**config.mk**
```make
export PLATFORM = sky130hd
export DESIGN_NAME = vmem_scanout
export DESIGN_NICKNAME = d
export VERILOG_FILES = /design/src/rtl/vmem_pkg.sv /design/src/rtl/vmem_timing_gen.sv /design/src/rtl/vmem_scanout.sv
export SDC_FILE = /design/constraint.sdc
export NUM_CORES = 1
export LEC_CHECK = 0
export CAP_MARGIN = 20
export CORE_MARGIN = 10
export CORE_UTILIZATION = 45
export DETAILED_ROUTE_END_ITERATION = 6
export MAX_ROUTING_LAYER = met4
export PLACE_DENSITY = 0.68
export SLEW_MARGIN = 20
export SYNTH_ARGS = -nofsm -noshare
export SYNTH_HDL_FRONTEND = slang
export SYNTH_SLANG_ARGS = --single-unit
```
**constraint.sdc**
```tcl
create_clock -name clk -period 3.2 [get_ports clk]
set_clock_uncertainty 0.15 [all_clocks]
set_input_delay 0.8 -clock clk [delete_from_list [all_inputs] [get_ports clk]]
set_output_delay 0.8 -clock clk [all_outputs]
set_load 0.01 [all_outputs]
```
**src/rtl/vmem_pkg.sv**
```systemverilog
// Shared constants for the video scan-out engine: 640x480@60 timing defaults,
// counter sizing, RGB332 field positions and the per-axis phase decode.
package vmem_pkg;

    localparam int unsigned DEF_H_ACTIVE = 640;
    localparam int unsigned DEF_H_FP     = 16;
    localparam int unsigned DEF_H_SYNC   = 96;
    localparam int unsigned DEF_H_BP     = 48;
    localparam int unsigned DEF_V_ACTIVE = 480;
    localparam int unsigned DEF_V_FP     = 10;
    localparam int unsigned DEF_V_SYNC   = 2;
    localparam int unsigned DEF_V_BP     = 33;
    localparam int unsigned DEF_PIX_SHIFT = 2;
    localparam int unsigned DEF_ADDR_W    = 15;

    // Wide enough for any total up to 4095 on either axis.
    localparam int unsigned CNT_W = 12;

    localparam int unsigned RGB_R_MSB = 7;
    localparam int unsigned RGB_R_LSB = 5;
    localparam int unsigned RGB_G_MSB = 4;
    localparam int unsigned RGB_G_LSB = 2;
    localparam int unsigned RGB_B_MSB = 1;
    localparam int unsigned RGB_B_LSB = 0;
    localparam logic [7:0]  RGB_BLACK = 8'h00;

    typedef enum logic [1:0] {
        PH_ACT  = 2'd0,
        PH_FP   = 2'd1,
        PH_SYNC = 2'd2,
        PH_BP   = 2'd3
    } phase_e;

    // Phases are contiguous: ACT, FP, SYNC, then BP up to the wrap.
    function automatic phase_e phase_of(input logic [CNT_W-1:0] cnt,
                                        input int unsigned act,
                                        input int unsigned fp,
                                        input int unsigned sy);
        phase_e ph;
        if (cnt < CNT_W'(act))
            ph = PH_ACT;
        else if (cnt < CNT_W'(act + fp))
            ph = PH_FP;
        else if (cnt < CNT_W'(act + fp + sy))
            ph = PH_SYNC;
        else
            ph = PH_BP;
        return ph;
    endfunction

endpackage

```
**src/rtl/vmem_timing_gen.sv**
```systemverilog
// Raster counters and phase decode for the scan-out engine: hcnt/vcnt advance
// on pix_ce, en low clears them synchronously.
module vmem_timing_gen
    import vmem_pkg::*;
#(
    parameter int unsigned H_ACTIVE = DEF_H_ACTIVE,
    parameter int unsigned H_FP     = DEF_H_FP,
    parameter int unsigned H_SYNC   = DEF_H_SYNC,
    parameter int unsigned H_BP     = DEF_H_BP,
    parameter int unsigned V_ACTIVE = DEF_V_ACTIVE,
    parameter int unsigned V_FP     = DEF_V_FP,
    parameter int unsigned V_SYNC   = DEF_V_SYNC,
    parameter int unsigned V_BP     = DEF_V_BP
) (
    input  logic             clk,
    input  logic             reset,
    input  logic             en,
    input  logic             pix_ce,
    output logic [CNT_W-1:0] hcnt,
    output logic [CNT_W-1:0] vcnt,
    output logic             v_act,
    output logic             de_raw,
    output logic             hsync_raw,
    output logic             vsync_raw,
    output logic             h_wrap,
    output logic             v_wrap
);

    localparam int unsigned H_TOTAL = H_ACTIVE + H_FP + H_SYNC + H_BP;
    localparam int unsigned V_TOTAL = V_ACTIVE + V_FP + V_SYNC + V_BP;

    logic [CNT_W-1:0] hcnt_q, hcnt_d;
    logic [CNT_W-1:0] vcnt_q, vcnt_d;
    phase_e           h_phase, v_phase;

    always_comb begin
        h_wrap = pix_ce && (hcnt_q == CNT_W'(H_TOTAL - 1));
        v_wrap = h_wrap && (vcnt_q == CNT_W'(V_TOTAL - 1));
        hcnt_d = hcnt_q;
        vcnt_d = vcnt_q;
        if (!en) begin
            hcnt_d = '0;
            vcnt_d = '0;
        end else if (pix_ce) begin
            hcnt_d = h_wrap ? '0 : hcnt_q + 1'b1;
            if (h_wrap)
                vcnt_d = v_wrap ? '0 : vcnt_q + 1'b1;
        end
    end

    always_ff @(posedge clk or posedge reset) begin
        if (reset) begin
            hcnt_q <= '0;
            vcnt_q <= '0;
        end else begin
            hcnt_q <= hcnt_d;
            vcnt_q <= vcnt_d;
        end
    end

    always_comb begin
        h_phase   = phase_of(hcnt_q, H_ACTIVE, H_FP, H_SYNC);
        v_phase   = phase_of(vcnt_q, V_ACTIVE, V_FP, V_SYNC);
        v_act     = (v_phase == PH_ACT);
        de_raw    = (h_phase == PH_ACT) && v_act;
        hsync_raw = (h_phase != PH_SYNC);
        vsync_raw = (v_phase != PH_SYNC);
    end

    assign hcnt = hcnt_q;
    assign vcnt = vcnt_q;

endmodule

```
**src/rtl/vmem_scanout.sv**
```systemverilog
// Video memory scan-out: raster timing, scaled address generation and a
// two-stage pix_ce pipeline producing aligned RGB332 with syncs and de.
// Optional border overlay when VMEM_SCANOUT_BORDER_EN is defined.
module vmem_scanout
    import vmem_pkg::*;
#(
    parameter int unsigned H_ACTIVE  = DEF_H_ACTIVE,
    parameter int unsigned H_FP      = DEF_H_FP,
    parameter int unsigned H_SYNC    = DEF_H_SYNC,
    parameter int unsigned H_BP      = DEF_H_BP,
    parameter int unsigned V_ACTIVE  = DEF_V_ACTIVE,
    parameter int unsigned V_FP      = DEF_V_FP,
    parameter int unsigned V_SYNC    = DEF_V_SYNC,
    parameter int unsigned V_BP      = DEF_V_BP,
    parameter int unsigned PIX_SHIFT = DEF_PIX_SHIFT,
    parameter int unsigned ADDR_W    = DEF_ADDR_W
) (
    input  logic              clk,
    input  logic              reset,
    input  logic              en,
    input  logic              pix_ce,
    output logic [ADDR_W-1:0] vmem_addr,
    input  logic [7:0]        vmem_data,
`ifdef VMEM_SCANOUT_BORDER_EN
    input  logic [7:0]        border_color,
`endif
    output logic [7:0]        rgb,
    output logic              hsync,
    output logic              vsync,
    output logic              de,
    output logic              frame_start
);

    localparam logic [ADDR_W-1:0] ROW_STEP = ADDR_W'(H_ACTIVE >> PIX_SHIFT);
    localparam logic [CNT_W-1:0]  SUB_MASK = CNT_W'((1 << PIX_SHIFT) - 1);

    logic [CNT_W-1:0] hcnt, vcnt;
    logic             v_act, de_raw, hsync_raw, vsync_raw, h_wrap, v_wrap;
    logic             first_raw;

    vmem_timing_gen #(
        .H_ACTIVE (H_ACTIVE),
        .H_FP     (H_FP),
        .H_SYNC   (H_SYNC),
        .H_BP     (H_BP),
        .V_ACTIVE (V_ACTIVE),
        .V_FP     (V_FP),
        .V_SYNC   (V_SYNC),
        .V_BP     (V_BP)
    ) u_timing (
        .clk       (clk),
        .reset     (reset),
        .en        (en),
        .pix_ce    (pix_ce),
        .hcnt      (hcnt),
        .vcnt      (vcnt),
        .v_act     (v_act),
        .de_raw    (de_raw),
        .hsync_raw (hsync_raw),
        .vsync_raw (vsync_raw),
        .h_wrap    (h_wrap),
        .v_wrap    (v_wrap)
    );

    logic [ADDR_W-1:0] row_base_q, row_base_d;

    always_comb begin
        row_base_d = row_base_q;
        if (!en || v_wrap)
            row_base_d = '0;
        else if (h_wrap && v_act && ((vcnt & SUB_MASK) == SUB_MASK))
            row_base_d = row_base_q + ROW_STEP;
    end

    assign vmem_addr = de_raw ? row_base_q + ADDR_W'(hcnt >> PIX_SHIFT) : row_base_q;
    assign first_raw = de_raw && (hcnt == '0) && (vcnt == '0);

`ifdef VMEM_SCANOUT_BORDER_EN
    logic border_raw;
    logic border_d1_q, border_d1_d;
    assign border_raw = de_raw && ((hcnt == '0) || (hcnt == CNT_W'(H_ACTIVE - 1)) ||
                                   (vcnt == '0) || (vcnt == CNT_W'(V_ACTIVE - 1)));
`endif

    // Stage 1: controls delayed while memory answers the current address
    logic       de_d1_q, de_d1_d;
    logic       hs_d1_q, hs_d1_d;
    logic       vs_d1_q, vs_d1_d;
    logic       first_d1_q, first_d1_d;
    logic       ce_d1_q, ce_d1_d;
    logic [7:0] data_hold_q, data_hold_d;
    // Stage 2: registered outputs
    logic [7:0] rgb_q, rgb_d;
    logic       de_q, de_d;
    logic       hsync_q, hsync_d;
    logic       vsync_q, vsync_d;
    logic       frame_start_q, frame_start_d;
    logic [7:0] mem_byte;
    logic [7:0] pix_byte;

    // Memory answers one clk after the advance; if pix_ce is sparse the next
    // advance sees the following address's data, so capture it right away.
    assign mem_byte = ce_d1_q ? vmem_data : data_hold_q;

`ifdef VMEM_SCANOUT_BORDER_EN
    assign pix_byte = border_d1_q ? border_color : mem_byte;
`else
    assign pix_byte = mem_byte;
`endif

    always_comb begin
        de_d1_d       = de_d1_q;
        hs_d1_d       = hs_d1_q;
        vs_d1_d       = vs_d1_q;
        first_d1_d    = first_d1_q;
        ce_d1_d       = pix_ce;
        data_hold_d   = ce_d1_q ? vmem_data : data_hold_q;
        rgb_d         = rgb_q;
        de_d          = de_q;
        hsync_d       = hsync_q;
        vsync_d       = vsync_q;
        frame_start_d = 1'b0;
`ifdef VMEM_SCANOUT_BORDER_EN
        border_d1_d   = border_d1_q;
`endif
        if (!en) begin
            de_d1_d     = 1'b0;
            hs_d1_d     = 1'b1;
            vs_d1_d     = 1'b1;
            first_d1_d  = 1'b0;
            ce_d1_d     = 1'b0;
            data_hold_d = '0;
            rgb_d       = RGB_BLACK;
            de_d        = 1'b0;
            hsync_d     = 1'b1;
            vsync_d     = 1'b1;
`ifdef VMEM_SCANOUT_BORDER_EN
            border_d1_d = 1'b0;
`endif
        end else if (pix_ce) begin
            de_d1_d       = de_raw;
            hs_d1_d       = hsync_raw;
            vs_d1_d       = vsync_raw;
            first_d1_d    = first_raw;
            rgb_d         = de_d1_q ? pix_byte : RGB_BLACK;
            de_d          = de_d1_q;
            hsync_d       = hs_d1_q;
            vsync_d       = vs_d1_q;
            frame_start_d = first_d1_q;
`ifdef VMEM_SCANOUT_BORDER_EN
            border_d1_d   = border_raw;
`endif
        end
    end

    always_ff @(posedge clk or posedge reset) begin
        if (reset) begin
            row_base_q    <= '0;
            de_d1_q       <= 1'b0;
            hs_d1_q       <= 1'b1;
            vs_d1_q       <= 1'b1;
            first_d1_q    <= 1'b0;
            ce_d1_q       <= 1'b0;
            data_hold_q   <= '0;
            rgb_q         <= RGB_BLACK;
            de_q          <= 1'b0;
            hsync_q       <= 1'b1;
            vsync_q       <= 1'b1;
            frame_start_q <= 1'b0;
`ifdef VMEM_SCANOUT_BORDER_EN
            border_d1_q   <= 1'b0;
`endif
        end else begin
            row_base_q    <= row_base_d;
            de_d1_q       <= de_d1_d;
            hs_d1_q       <= hs_d1_d;
            vs_d1_q       <= vs_d1_d;
            first_d1_q    <= first_d1_d;
            ce_d1_q       <= ce_d1_d;
            data_hold_q   <= data_hold_d;
            rgb_q         <= rgb_d;
            de_q          <= de_d;
            hsync_q       <= hsync_d;
            vsync_q       <= vsync_d;
            frame_start_q <= frame_start_d;
`ifdef VMEM_SCANOUT_BORDER_EN
            border_d1_q   <= border_d1_d;
`endif
        end
    end

    assign rgb         = rgb_q;
    assign de          = de_q;
    assign hsync       = hsync_q;
    assign vsync       = vsync_q;
    assign frame_start = frame_start_q;

endmodule
```
==> flow_metrics.env <==
export IMPL_synthFlopType="dfrtp_1"
export IMPL_ios=39
export IMPL_rsz0062_at_grt="false"
export IMPL_synthMostInstantiatedCell="dfrtp_1"
export IMPL_antenna_found_initial=0
export IMPL_pre_cts_slack_ns=0.0834
export IMPL_placed_cells=512
export IMPL_postCtsHoldBufs=0
export IMPL_layout_min_cycle_time_ns=3.08
export IMPL_timing_reg2reg_setup_slack_ns=0.64
export IMPL_hold_path_class="register to register"
export IMPL_drtPass1Iterations=6
export IMPL_ys_warn_count=0
export IMPL_antenna_left=0
export IMPL_cts_sinks=59
export IMPL_max_clock_freq_mhz=325
export IMPL_portBuffers=38
export IMPL_syn_num_nets=389
export IMPL_maxCapViolCount=0
export IMPL_setup_ws_ns=0.124
export IMPL_worstSetupPathType="register to primary output"
export IMPL_grt_pass1_wl_um=14800
export IMPL_cts_tree="yes"
export IMPL_end_kind="primary output"
export IMPL_p_leak_nw=1.91
export IMPL_fin_cells=529
export IMPL_rr_startpoint="u_timing.vcnt[1]"
export IMPL_synthCells=366
export IMPL_synth_top_area_share=0.405
export IMPL_insertion_delay_ns=0.34
export IMPL_dpl_instance_area_mm2=0.00404
export IMPL_cts_htree_levels=3
export IMPL_grt_overflow=0
export IMPL_via_per_inst=5.76
export IMPL_crit_fanout=9
export IMPL_cp_arrival_ns=2.13
export IMPL_min_from="de"
export IMPL_post_dp_hpwl_um=6150
export IMPL_grt_pass1_vias=3117
export IMPL_seq_area_frac_synth=0.436
export IMPL_ys_ff_latch=59
export IMPL_avgSynthCellArea_um2=9.28
export IMPL_synth_area_leaders="dfrtp_1 (41%), ha_1 (4.1%), nand2_1 (4.0%), o21ai_0 (3.4%), mux2i_1 (3.2%)"
export IMPL_netlist_top_cells_count="dfrtp_1 (55), nand2_1 (36), nor2_1 (24), o21ai_0 (23), inv_1 (17)"
export IMPL_initial_utilization=0.466
export IMPL_whs_ns=0.325
export IMPL_synth_top_area_cell="dfrtp_1"
export IMPL_die_w_um=107
export IMPL_min_path_cells=2
export IMPL_clk_pin_slew_ns=0.07
export IMPL_rows=31
export IMPL_final_hold_viol_count=0
export IMPL_utilization=0.602
export IMPL_fin_total_pwr_mw=1.75
export IMPL_cts_root_buffer="clkbuf_8"
export IMPL_syn_to_final_growth_pct=29.2
export IMPL_peakVddDrop_v=0.000270
export IMPL_drc=0
export IMPL_cts_buffer_depth=2
export IMPL_design_area_mm2=0.00439
export IMPL_synth_cell_types=54
export IMPL_maxSlewHeadroom=0.602
export IMPL_via_count=3047
export IMPL_cts_buffers=9
export IMPL_grt_max_degree=60
export IMPL_antennaDiodeCount=0
export IMPL_fin_crit_sh=0.961
export IMPL_max_slew_worst_pin_slew_ns=0.589
export IMPL_synth_edf_count=0
export IMPL_grt_use_total=0.162
export IMPL_status="finished clean"
export IMPL_nets=448
export IMPL_routed_wl_um=8670
export IMPL_async_flop_share=1.00
export IMPL_tns_ns=0
export IMPL_synth_area_mm2=0.00340
export IMPL_slew_viol_final=0
export IMPL_wl_per_cell_um=16.4
export IMPL_p_per_area_mw_per_mm2=399
export IMPL_hold_end="de"
export IMPL_cp_start_kind="register"
export IMPL_dieArea_mm2=0.0114
export IMPL_rr_endpoint="row_base_q[9]"
export IMPL_die_y_um=107
export IMPL_core_area_mm2=0.00729
export IMPL_drive_above_1_share=0.172
export IMPL_reg2reg_depth=5
export IMPL_drtIter0Drc=140
export IMPL_gp_congestion=0.893
export IMPL_setup_violations=0
export IMPL_crit_required_ns=2.25
[cell type report]
class | count | area (um^2)
sequential | 59 | 1490
timing repair buffer | 67 | 616
clock buffer | 10 | 138
fill | 690 | 2900
clock inverter | 6 | 88.8
multi-input combinational | 271 | 1870
tap | 99 | 124
inverter | 17 | 63.8
[cell usage in the layout, fill, tap and decap left out, types with 3 or more instances in the layout]
| cell | n |
|---|---|
| and4_1 | 6 |
| dlymetal6s2s_1 | 5 |
| xor2_1 | 7 |
| or4_1 | 7 |
| o31ai_1 | 12 |
| a21o_1 | 3 |
| and2_1 | 9 |
| nor2_1 | 23 |
| dlygate4sd2_1 | 6 |
| clkbuf_8 | 10 |
| nand2_1 | 36 |
| nand3_1 | 15 |
| or3_1 | 5 |
| a21oi_1 | 15 |
| ha_1 | 7 |
| o211ai_1 | 9 |
| a22oi_1 | 3 |
| inv_1 | 16 |
| a31oi_1 | 3 |
| buf_4 | 28 |
| dfstp_2 | 4 |
| o21ai_0 | 22 |
| dfrtp_2 | 3 |
| xnor2_1 | 10 |
| nor4b_1 | 4 |
| ha_4 | 4 |
| clkdlybuf4s50_1 | 27 |
| and3_1 | 5 |
| mux2i_1 | 11 |
| a311oi_2 | 3 |
| nand4_1 | 12 |
| dfrtp_1 | 52 |
| nor3_1 | 6 |
[worst max-delay path, cell delays in order (launching register included)]
cell,delay (ns)
dfrtp_1,0.42
nand4_1,0.21
nand4_1,0.14
buf_4,0.21
buf_4,0.17
nand2_1,0.05
nand2_1,0.06
clkdlybuf4s50_1,0.53
[power by group]
group          leakage [nW]  switching (mW)  internal [mW]
registers             0.794          0.0242          0.770
clock network         0.108           0.307          0.459
logic                  1.01           0.107         0.0831
total                  1.91           0.438           1.31
[sequential cells by signal, summed over array words and instances, names as in the netlist, 8 cells and up]
signal / flops
u_timing.hcnt: 12
u_timing.vcnt: 12
row_base_q: 10
data_hold_q: 8
rgb: 8
[metal layers]
metal  wire (um)  vias to the layer above  track usage  share of wire
li1            -                     1472            -              -
met1        3950                     1480        0.191           0.46
met2        4180                       73        0.261           0.48
met3         335                       22       0.0311          0.039
met4         201                        0       0.0793          0.023
met5           0                        -            -              0
[how the worst max path moves through the flow]
| stage | startpoint | endpoint | depth (start not counted) |
|---|---|---|---|
| 2_1_floorplan | u_timing.hcnt[9] | vmem_addr[8] | 5 |
| 3_3_place_gp | u_timing.hcnt[11] | vmem_addr[14] | 6 |
| 3_5_place_dp | u_timing.hcnt[9] | vmem_addr[8] | 6 |
| 4_1_cts | u_timing.vcnt[11] | vmem_addr[6] | 7 |
| 5_1_grt | u_timing.vcnt[11] | vmem_addr[12] | 7 |
| 6_report | u_timing.vcnt[8] | vmem_addr[5] | 7 |
[what timing repair did]
item,CTS,global route
endpoints found under the hold margin,0,0
gates resized for setup,24,7
endpoints found under the setup margin,10,5
buffers inserted,1,0
pin swaps,4,1
[cell families after synthesis]
kind of cell / count (synthesis) / synth area share
and+or+nand+nor: 142 / 0.228
AOI/OAI and AO/OA: 88 / 0.172
DFF: 59 / 0.436
buffers and inverters: 36 / 0.0427
xor gates and xnor gates: 17 / 0.0438
muxes: 12 / 0.0357
adders and majority gates: 11 / 0.0405
other: 1 / 0.00110
Power figures use the tool's default switching activity.
==> patch, RTL diff (config.mk and constraints unchanged) <==
`data_hold_q` no longer has a reset.
--- a/src/rtl/vmem_scanout.sv
+++ b/src/rtl/vmem_scanout.sv
@@ -162,5 +162,4 @@
             first_d1_q    <= 1'b0;
             ce_d1_q       <= 1'b0;
-            data_hold_q   <= '0;
             rgb_q         <= RGB_BLACK;
             de_q          <= 1'b0;
@@ -178,5 +177,4 @@
             first_d1_q    <= first_d1_d;
             ce_d1_q       <= ce_d1_d;
-            data_hold_q   <= data_hold_d;
             rgb_q         <= rgb_d;
             de_q          <= de_d;
@@ -190,4 +188,8 @@
     end
 
+    always_ff @(posedge clk) begin
+        data_hold_q <= data_hold_d;
+    end
+
     assign rgb         = rgb_q;
     assign de          = de_q;
Formal check against the unedited RTL: same outputs for any inputs over 10 cycles, from zero or initial values and one cycle with reset high; that may be too few to reach the edited logic, so the function may still have changed.
==> patch against the unedited design <==
Wire length shrank 11%; register-to-register slack lost 90 ps; hold slack gained 8.4 ps; total power shrank 12%; design area shrank 4.3%; fmax shrank 0.51%; area after synthesis shrank 5.7%; sequential cell count is the same; setup slack lost 16 ps; largest cell class unchanged.
==> patch: results (changes against the unedited design) <==
[outcome]
outcome = finished clean

[cells_and_area]
multi_input_gates = 261  ; -3.7%
seqCellArea_sq_um = 1440  ; -2.9%
clockNetworkAreaShare_pct = 4.86  ; -0.30 points
nClkBuffers = 11  ; +1
buffer_area_share_pct = 16.1  ; +2.1 points
seq-cell-share_pct = 34.3  ; +0.48 points
signal_buffers = 79  ; +18%
final_layout_size_suffix_gt1_share_pct = 19.6  ; +2.4 points
n_fill_cell = 612  ; -11%
multi_input_area_share_pct = 41.1  ; -1.6 points

[power_and_ir_drop]
p_sw_share_pct = 23.5  ; -1.5 points
pwr-share-seq_pct = 49.4  ; +4.0 points
ir_worst_vdd_mv = 0.312  ; +16%
p_leak_nw = 1.91  ; about the same
power.density_nw_per_um2 = 368  ; -7.7%
powerClk_mw = 0.687  ; -10%

[setup_path]
critPathLaunch = u_timing.hcnt[8]
worst_path_dominant_cell_family = compound AO/OA/AOI/OAI gates
r2r-start = u_timing.hcnt[11]
reg2reg_to = row_base_q[12]
rr_worst_depth = 8  ; +3
crit_slowest_cell = dfrtp_1
path_max_fanout = 3  ; -6
slowest_delay_ps = 430  ; -100 ps

[placed_design]
dp_slack_ps = -92.0  ; -175 ps
gp_congestion = 0.778  ; -13%
dpl.hpwl_mm = 5.68  ; -7.7%
dp_cells = 504  ; -1.6%

[synthesis]
synth_cell_types = 47  ; -13%
syn_nets = 368  ; -5.4%
synthArstFlopShare_pct = 86.4  ; -14 points
synthCells = 345  ; -5.7%
yosys-top-cells-count = dfrtp_1 (47), nor2_1 (42), nand2_1 (36)
ys_seq_area_share_pct = 45.0  ; +1.4 points

[route]
first_pass_iters = 5  ; -1
drt_iter0_drc = 115  ; -18%
post_drt_wl_per_cell_microns = 14.8  ; -9.5%
via_per_inst = 5.30  ; -8.0%
met3_length_microns = 289  ; -14%
met2WireLength_mm = 3.76  ; -10%
wirelength_met1_mm = 3.59  ; -9.2%

[global_routing]
gr-usage-met1_pct = 18.3  ; -0.79 points
grt_pass1_wl_mm = 13.3  ; -10%
met3_usage_pct = 5.08  ; +2.0 points
grt_pass1_vias = 2772  ; -11%
grt_start_max_net_pins = 27  ; -55%

[die]
tap_cells = 96  ; -3.0%

[cts]
cts_resized = 26  ; +8.3%
clkTransAtPathRegs_ps = 70  ; about the same

[sta]
period_share_pct = 96.6  ; +0.49 points
worstMarginPinSlew_ps = 627  ; +37.8 ps

patch: changes by cell type in the layout (fill, tap and decap cells not counted), sizes merged, moves of 9 or more:
cell / unedited run / this run
nor2: 24 / 42
buf: 29 / 42
xor2: 7 / 20
o31ai: 12 / 3
patch: worst min-delay path by stage:
stage	slack [ps]	cells after the start	endpoint	from
final	330	2	data_hold_q[0]	data_hold_q[0]
after global placement	310	2	data_hold_q[6]	data_hold_q[6]
after detailed placement	320	2	rgb[0]	rgb[0]
after CTS	340	2	rgb[0]	rgb[0]
after global routing	370	2	rgb[0]	rgb[0]
after floorplan	300	2	data_hold_q[0]	data_hold_q[0]
patch: kinds of logic (layout without fill, tap and decap cells):
group,count (synthesis),after routing,synth area share [%]
and+or+nand+nor,159,159,26.7
DFF,59,59,45.0
AOI/OAI and AO/OA,47,47,8.28
xor gates and xnor gates,31,31,8.47
buffers and inverters,25,104,3.44
muxes,12,12,3.75
adders and majority gates,11,11,4.30
other,1,1,0.117
